$ cat config.mk
export PLATFORM = sky130hd
export DESIGN_NAME = apb_fsm_controller
export DESIGN_NICKNAME = d
export VERILOG_FILES = /design/src/rtl/apb_fsm_controller.sv
export SDC_FILE = /design/constraint.sdc
export NUM_CORES = 1
export LEC_CHECK = 0
export ABC_AREA = 1
export CAP_MARGIN = 5
export CORE_MARGIN = 2
export CORE_UTILIZATION = 41
export DETAILED_ROUTE_END_ITERATION = 6
export PLACE_DENSITY = 0.81
export SYNTH_ARGS = -nofsm -noshare
export SYNTH_HDL_FRONTEND = slang
export SYNTH_SLANG_ARGS = --single-unit
export TNS_END_PERCENT = 1
$ cat constraint.sdc
create_clock -name Hclk -period 1.9 [get_ports Hclk]
set_input_delay 0.38 -clock Hclk [delete_from_list [all_inputs] [get_ports Hclk]]
set_output_delay 0.38 -clock Hclk [all_outputs]
set_load 0.01 [all_outputs]
$ cat src/rtl/apb_fsm_controller.sv
// APB-side sequencer of the AHB-to-APB bridge: turns pipelined AHB beats into APB SETUP/ENABLE phases.
// Optional macro APB_PREADY_EN adds a Pready input that can stretch ENABLE phases.
module apb_fsm_controller #(
    parameter int unsigned ADDR_WIDTH = 32,
    parameter int unsigned DATA_WIDTH = 32
) (
    input  logic                  Hclk,
    input  logic                  Hresetn,
    input  logic                  valid,
    input  logic [ADDR_WIDTH-1:0] Haddr,
    input  logic [ADDR_WIDTH-1:0] Haddr1,
    input  logic [ADDR_WIDTH-1:0] Haddr2,
    input  logic [DATA_WIDTH-1:0] Hwdata,
    input  logic                  Hwrite,
    input  logic                  Hwritereg,
    input  logic [2:0]            tempselx,
`ifdef APB_PREADY_EN
    input  logic                  Pready,
`endif
    output logic [2:0]            Pselx,
    output logic                  Penable,
    output logic                  Pwrite,
    output logic [ADDR_WIDTH-1:0] Paddr,
    output logic [DATA_WIDTH-1:0] Pwdata,
    output logic                  Hreadyout
);

    typedef enum logic [2:0] {
        ST_IDLE,
        ST_WWAIT,
        ST_READ,
        ST_WRITE,
        ST_WRITEP,
        ST_RENABLE,
        ST_WENABLE,
        ST_WENABLEP
    } state_t;

    state_t                  state, state_nxt;
    logic [2:0]              selx1, selx2;
    logic [2:0]              pselx_nxt;
    logic                    penable_nxt;
    logic                    pwrite_nxt;
    logic [ADDR_WIDTH-1:0]   paddr_nxt;
    logic [DATA_WIDTH-1:0]   pwdata_nxt;
    logic                    hready_nxt;
    logic                    pready_int;

`ifdef APB_PREADY_EN
    assign pready_int = Pready;
`else
    assign pready_int = 1'b1;
`endif

    // State, select delay line and registered APB/AHB outputs
    always_ff @(posedge Hclk) begin
        if (!Hresetn) begin
            state     <= ST_IDLE;
            selx1     <= '0;
            selx2     <= '0;
            Pselx     <= '0;
            Penable   <= 1'b0;
            Pwrite    <= 1'b0;
            Paddr     <= '0;
            Pwdata    <= '0;
            Hreadyout <= 1'b1;
        end else begin
            state     <= state_nxt;
            selx1     <= tempselx;
            selx2     <= selx1;
            Pselx     <= pselx_nxt;
            Penable   <= penable_nxt;
            Pwrite    <= pwrite_nxt;
            Paddr     <= paddr_nxt;
            Pwdata    <= pwdata_nxt;
            Hreadyout <= hready_nxt;
        end
    end

    // Next state and next output values; anything not assigned holds
    always_comb begin
        state_nxt   = state;
        pselx_nxt   = Pselx;
        penable_nxt = Penable;
        pwrite_nxt  = Pwrite;
        paddr_nxt   = Paddr;
        pwdata_nxt  = Pwdata;
        hready_nxt  = Hreadyout;

        case (state)
            ST_IDLE: begin
                if (valid && !Hwrite) begin
                    state_nxt   = ST_READ;
                    paddr_nxt   = Haddr;
                    pselx_nxt   = tempselx;
                    pwrite_nxt  = 1'b0;
                    penable_nxt = 1'b0;
                    hready_nxt  = 1'b0;
                end else begin
                    if (valid) begin
                        state_nxt = ST_WWAIT;
                    end
                    pselx_nxt   = '0;
                    penable_nxt = 1'b0;
                    hready_nxt  = 1'b1;
                end
            end

            // Write data arrives one cycle after its address: issue SETUP from the delayed copy
            ST_WWAIT: begin
                paddr_nxt   = Haddr1;
                pwdata_nxt  = Hwdata;
                pselx_nxt   = selx1;
                pwrite_nxt  = 1'b1;
                penable_nxt = 1'b0;
                state_nxt   = valid ? ST_WRITEP : ST_WRITE;
                hready_nxt  = !valid;
            end

            ST_READ: begin
                state_nxt   = ST_RENABLE;
                penable_nxt = 1'b1;
                hready_nxt  = 1'b1;
            end

            ST_WRITE: begin
                state_nxt   = valid ? ST_WENABLEP : ST_WENABLE;
                penable_nxt = 1'b1;
                hready_nxt  = 1'b1;
            end

            ST_WRITEP: begin
                state_nxt   = ST_WENABLEP;
                penable_nxt = 1'b1;
                hready_nxt  = 1'b1;
            end

            ST_RENABLE, ST_WENABLE: begin
                if (!pready_int) begin
                    hready_nxt = 1'b0;
                end else if (valid && !Hwrite) begin
                    state_nxt   = ST_READ;
                    paddr_nxt   = Haddr;
                    pselx_nxt   = tempselx;
                    pwrite_nxt  = 1'b0;
                    penable_nxt = 1'b0;
                    hready_nxt  = 1'b0;
                end else if (valid) begin
                    state_nxt   = ST_WWAIT;
                    pselx_nxt   = '0;
                    penable_nxt = 1'b0;
                end else begin
                    state_nxt   = ST_IDLE;
                    pselx_nxt   = '0;
                    penable_nxt = 1'b0;
                    hready_nxt  = 1'b1;
                end
            end

            // A pipelined beat is pending; its address sits two (write) or one (read) stages back
            ST_WENABLEP: begin
                if (!pready_int) begin
                    hready_nxt = 1'b0;
                end else if (Hwritereg) begin
                    state_nxt   = valid ? ST_WRITEP : ST_WRITE;
                    paddr_nxt   = Haddr2;
                    pselx_nxt   = selx2;
                    pwdata_nxt  = Hwdata;
                    pwrite_nxt  = 1'b1;
                    penable_nxt = 1'b0;
                    hready_nxt  = !valid;
                end else begin
                    state_nxt   = ST_READ;
                    paddr_nxt   = Haddr1;
                    pselx_nxt   = selx1;
                    pwrite_nxt  = 1'b0;
                    penable_nxt = 1'b0;
                    hready_nxt  = 1'b0;
                end
            end

            default: begin
                state_nxt = ST_IDLE;
            end
        endcase
    end

endmodule

==> key figures, run 1 <==
STA
  • Max Fclk: roughly 0.59 GHz
  • Fin crit period: 1.68 ns
  • Slew @ Worst Pin: ~0.47 ns
  • Slew margin rel.: 0.687
  • Worst setup margin: roughly 0.22 ns
  • Max Slew Vio Count: 0
  • Endpoints failing setup: 0
  • Fin. Hold Viols: 0
  • Fin crit share: 0.886
  • Fin Setup TNS: 0 ns
  • Clock Skews: approximately 0.016 ns
  • RSZ-0062 raised after global routing: no

Drt
  • Total wire length: ~14 mm
  • Detail Route Antenna Nets: 0
  • Wire per inst: around 14 µm
  • DR vias/cell: between 4 and 5
  • Drc violations: 0
  • Met2 wire length: approximately 6.6 mm
  • Top sig layer: met4
  • Pre-Repair DR Iteration Count: 5
  • Met3 Wirelength: around 1.2 mm
  • M1 wire length: 6.23 mm
  • Starting DRC count in detailed routing: 282
  • Total number of vias: a little under 5,000

Power
  • Seq pwr share: 0.292
  • P_int: roughly 5.2 mW
  • Sw Pwr: a little under 4 mW
  • Clk pwr share: 0.131
  • Switching part of the total: 0.428
  • Comb pwr share: 0.577
  • P_leak: 3.12 nW
  • P per Cell Area: between 1000 and 1500 nW/µm²
  • Power Total: 9.06 mW
  • Peak supply drop: around 0.00077 V

Logic synthesis
  • Post-synth cell types: 23
  • Ys async rst share: 0
  • YS warnings: 0
  • Synth Register Bits: 79
  • Number of enable flip-flop cells after synthesis: 0
  • Top FF cell, synth: dfxtp_1
  • Seq/Total Area, Yosys: 0.367
  • Mapped cell area: 4310 µm²
  • Syn_nets: just over 800
  • Syn avg cell area: around 6.3 µm²
  • Mapped Cells: 688

Worst setup path
  • Crit path kind: reg -> out
  • Slowest CP cell: clkdlybuf4s50_1
  • Worst Path Required: ~1.5 ns
  • CP arrival: about 1.3 ns
  • Beginning of the worst register-to-register path: state[2]
  • Crit-path max cell delay: between 0.6 and 0.7 ns
  • Worst setup SP type: flop
  • Worst setup EP type: output pin
  • Family with the most delay on the worst path: buffers and inverters
  • Reg2reg path depth: 8
  • Worst-path fanout max: 2
  • CP Cell Sequence: clkdlybuf4s50_1
  • Bufs and invs on worst path: 1
  • Critical path depth in cells: 1
  • CP startpoint: Paddr[7]

Global route
  • Initial antenna violation count: 0
  • Largest net degree at the start of global routing: 47
  • First-pass GRT wire length: between 20 and 25 mm
  • Number of global-route vias before repair: ~4,700
  • GRT Util Overall: 0.254
  • Gr ovfl total: 0

Run status
  • Status: complete, no violations

Die
  • Die ar.: roughly 11,000 µm²
  • Die Height: approximately 110 µm
  • Initial core utilization: 0.419
  • Chip Width: roughly 110 µm
  • FP Rows: 37
  • Boundary Pins: between 200 and 250
  • Core area: around 10,000 µm²

Clocking
  • Post-CTS Hold Buffers: 0
  • Max clock buf depth: 2
  • Clock sink count: between 70 and 80
  • CTS root buf: clkbuf_8
  • Post-CTS Setup Repair Bufs: 0
  • Latest clock arrival within the worst-skew pair: ~0.36 ns
  • H-tree depth: 3
  • Clock-pin slew on the worst setup and hold paths: around 0.09 ns
  • Resized Gates After CTS: 0
  • CTS tree: built
  • Num CTS Buffers: 9

Worst hold path
  • Worst hold-check path type: reg -> reg
  • Worst hold start: selx1[2]
  • Worst hold path stage count: 2

Final layout
  • Commonest cells after routing, fill and taps aside: clkdlybuf4s50_1, nand2_1, nor2_1
  • Commonest non-fill, non-tap cell in the layout: clkdlybuf4s50_1
  • Design area: slightly below 7000 µm²
  • Fraction of layout cells with a size suffix above 1: 0.0684
  • Final Util: 0.657
  • Number of diodes: 0
  • Area delta synth->final: 56.7%
  • Final nets: between 1,000 and 1,500

Job
  • Total of max-cap violations: 0

Placed design
  • Placed Area: between 6000 and 7000 µm²
  • Dpl hpwl: between 10 and 15 mm
  • Dpl ws: roughly 0.097 ns
  • PortBufs: just over 200
  • RePlAce Congestion: ~0.89
## power groups by stage
| stage | clock network (mW) | registers [mW] | logic (mW) |
|---|---|---|---|
| final | 1.19 | 2.65 | 5.23 |
| after global routing | 1.28 | 2.72 | 5.90 |
| after CTS | 1.22 | 2.64 | 5.25 |
| after detailed placement | 0 | 2.67 | 5.23 |
| after global placement | 0 | 2.66 | 5.17 |
| after floorplan | 0 | 2.92 | 2.65 |
## registers in the layout (all words and copies together) (netlist names)
signal	flops
Pwrite	1
Penable	1
Paddr	32
selx2	3
state	3
Pwdata	32
selx1	3
Hreadyout	1
Pselx	3
## cells by family after synthesis
family | Yosys count | share of synthesized area
compound gates | 137 | 0.197
buf+inv | 124 | 0.118
flops | 79 | 0.367
simple gates | 348 | 0.318
## cells in the mapped netlist, types with 2 or more instances
| library cell | instances | share of area |
|---|---|---|
| a21boi_0 | 18 | 0.031 |
| clkbuf_1 | 24 | 0.021 |
| nand3_1 | 36 | 0.042 |
| buf_6 | 3 | 0.0078 |
| inv_2 | 4 | 0.0035 |
| nor2_1 | 120 | 0.10 |
| buf_2 | 12 | 0.014 |
| dfxtp_1 | 79 | 0.37 |
| o21bai_1 | 25 | 0.044 |
| a21oi_2 | 10 | 0.020 |
| nand2_2 | 2 | 0.0029 |
| inv_1 | 78 | 0.068 |
| a21boi_1 | 7 | 0.012 |
| nand2_1 | 186 | 0.16 |
| a21oi_1 | 17 | 0.020 |
| o21ai_0 | 60 | 0.070 |
## per-stage QoR
step / hold slack [ns] / instances
floorplan: 0.421 / 688
global placement: 0.433 / 1012
detailed placement: 0.439 / 1012
CTS: 0.451 / 1028
global route: 0.472 / 1028
finish: 0.448 / 1028
## cell type report
cell class                 instances  area (µm²)
tap                              136         170
clock inverter                     7        55.1
fill                             949        3530
inverter                          83         312
sequential                        79        1580
clock buffer                       9         124
multi-input combinational        485        2220
timing repair buffer             229        2280
## per-layer routing
| metal | up-vias | GRT usage |
|---|---|---|
| met5 | - | 0 |
| met2 | 200 | 0.437 |
| li1 | 2532 | - |
| met1 | 2167 | 0.320 |
| met4 | 0 | 0.0686 |
| met3 | 16 | 0.0595 |
## final timing paths
kind | to | slack, ns
min | selx2[2] | 0.45
max reg2reg | Pwdata[17] | 0.24
min reg2reg | selx2[2] | 0.45
max | Paddr[7] | 0.22
Power figures use the tool's default switching activity.
==> run 2: changes to the inputs <==
- CAP_MARGIN: 5 -> unset
- CELL_PAD_IN_SITES_DETAIL_PLACEMENT: unset -> 0
- CELL_PAD_IN_SITES_GLOBAL_PLACEMENT: unset -> 1
- CORE_UTILIZATION: 41 -> 27
- PLACE_DENSITY: 0.81 -> 0.83
==> run 2 against run 1 <==
Net effect: total power rose by 9.4%; routed wire length grew 5.8%; cell count up 8.0%; sequential power about the same; critical path type is now reg -> reg.
==> key figures, run 2 (synthesized netlist as in run 1, its figures left out) <==
Clocking
  • CTS root buf: clkbuf_16
  • Max clock buf depth: 2
  • Clock sink count: between 70 and 80
  • Post-CTS Hold Buffers: 0
  • Resized Gates After CTS: 0
  • Post-CTS Setup Repair Bufs: 0
  • Latest clock arrival within the worst-skew pair: ~0.34 ns
  • CTS tree: built
  • H-tree depth: 3
  • Num CTS Buffers: 9
  • Clock-pin slew on the worst setup and hold paths: approximately 0.07 ns

Power
  • Power Total: around 9.9 mW
  • P per Cell Area: approximately 1400 nW/µm²
  • P_leak: 3.21 nW
  • Peak supply drop: ~0.00065 V

Global route
  • Initial antenna violation count: 2
  • Gr ovfl total: 0
  • GRT Util Overall: 0.176
  • Largest net degree at the start of global routing: 34
  • First-pass GRT wire length: approximately 23 mm
  • Number of global-route vias before repair: 4,507

Die
  • Core area: ~16,000 µm²
  • Die Height: approximately 130 µm
  • FP Rows: 46
  • Boundary Pins: 206
  • Initial core utilization: 0.274
  • Chip Width: ~130 µm
  • Die ar.: 17,000 µm²

Worst setup path
  • Worst Path Required: around 2.1 ns
  • Worst setup SP type: flop
  • Worst setup EP type: flop
  • Worst-path fanout max: 33
  • CP arrival: around 1.9 ns
  • CP Cell Sequence: nand2_2, nor2_2, nand2_1, nand2_1, inv_1, buf_12, nor2_1, nor2_1
  • Crit-path max cell delay: about 0.48 ns
  • Slowest CP cell: dfxtp_1
  • Crit path kind: reg -> reg

Worst hold path
  • Worst hold-check path type: in -> reg

STA
  • Max Slew Vio Count: 0
  • Slew margin rel.: 0.677
  • Fin crit share: 0.889
  • Endpoints failing setup: 0
  • Fin Setup TNS: 0 ns
  • Clock Skews: 0.00305 ns
  • Fin. Hold Viols: 0
  • Slew @ Worst Pin: 0.483 ns
  • Max Fclk: 0.592 GHz
  • RSZ-0062 raised after global routing: no
  • Fin crit period: 1.69 ns

Final layout
  • Area delta synth->final: 63.4%
  • Largest regs: Paddr (32), Pwdata (32)
  • Fraction of layout cells with a size suffix above 1: 0.0683
  • Final nets: 1,024
  • Fillers: around 1,600
  • Commonest non-fill, non-tap cell in the layout: clkdlybuf4s50_1
  • Commonest cells after routing, fill and taps aside: clkdlybuf4s50_1, nand2_1, nor2_1

Drt
  • Total number of vias: just under 5,000
  • Starting DRC count in detailed routing: 235
  • Detail Route Antenna Nets: 0
  • Drc violations: 0
  • Pre-Repair DR Iteration Count: 4
  • Wire per inst: between 10 and 15 µm
  • Total wire length: 15.1 mm
  • DR vias/cell: roughly 4.3

Placed design
  • RePlAce Congestion: 0.841
  • PortBufs: approximately 210
  • Dpl hpwl: about 11 mm

Job
  • Total of max-cap violations: 0

Run status
  • Status: complete, no violations
==> run 2: cell count changes in the layout (fill, tap and decap cells not counted), sizes merged <==
| cell | before | now |
|---|---|---|
| bufinv | 0 | 2 |
| clkinv | 4 | 1 |
| inv | 84 | 85 |
| buf | 25 | 26 |
| diode | 0 | 1 |
==> run 2: final timing paths <==
kind / cells past startpoint / endpoint / slack [ns] / from
setup / recovery: 8 / Pwdata[26] / 0.21 / state[0]
setup reg to reg: 8 / Pwdata[26] / 0.21 / state[0]
hold / removal: 3 / selx2[2] / 0.42 / Hresetn
hold reg to reg: 2 / selx2[0] / 0.45 / selx1[0]
==> run 2: where the power goes <==
part | leakage (nW) | switching, mW | internal (mW)
clock | 0.155 | 0.780 | 1.17
combinational | 2.40 | 2.83 | 2.48
sequential | 0.650 | 0.355 | 2.30
==> run 2: area by class of cell <==
| class | instances | area (µm²) | share of cell area |
|---|---|---|---|
| Tap cell | 216 | 270 | 0.0384 |
| Antenna cell | 1 | 2.50 | 0.000356 |
| Timing Repair Buffer | 230 | 2320 | 0.330 |
| Clock buffer | 9 | 225 | 0.0320 |
| Clock inverter | 7 | 104 | 0.0148 |
| Sequential cell | 79 | 1580 | 0.225 |
| Multi-Input combinational cell | 485 | 2220 | 0.315 |
| Inverter | 83 | 312 | 0.0443 |
==> run 2: routing by layer <==
metal | global-route usage | wire [µm] | vias up
met5 | 0 | 11 | -
met4 | 0.0386 | 158 | 2
met3 | 0.0627 | 1490 | 16
met2 | 0.280 | 6550 | 166
met1 | 0.231 | 6840 | 2078
li1 | - | - | 2543
==> run 2: per-stage QoR <==
stage          setup slack [ns]  cell area, µm²  cells   util  hold slack [ns]
2_1_floorplan             0.423            4310    688      -            0.421
3_3_place_gp              0.128            6700   1093  0.427            0.436
3_5_place_dp             0.0989            6700   1093  0.427            0.438
4_1_cts                   0.203            7030   1109  0.448            0.409
5_1_grt                  0.0282            7030   1109  0.448            0.423
6_report                  0.211            7040   1110  0.448            0.421
==> run 2: critical path: cells and delay by family, from the launching register on <==
kind | cells | cell delay (ns)
buffers and inverters | 2 | 0.25
DFF | 1 | 0.48
and+or+nand+nor | 6 | 0.81
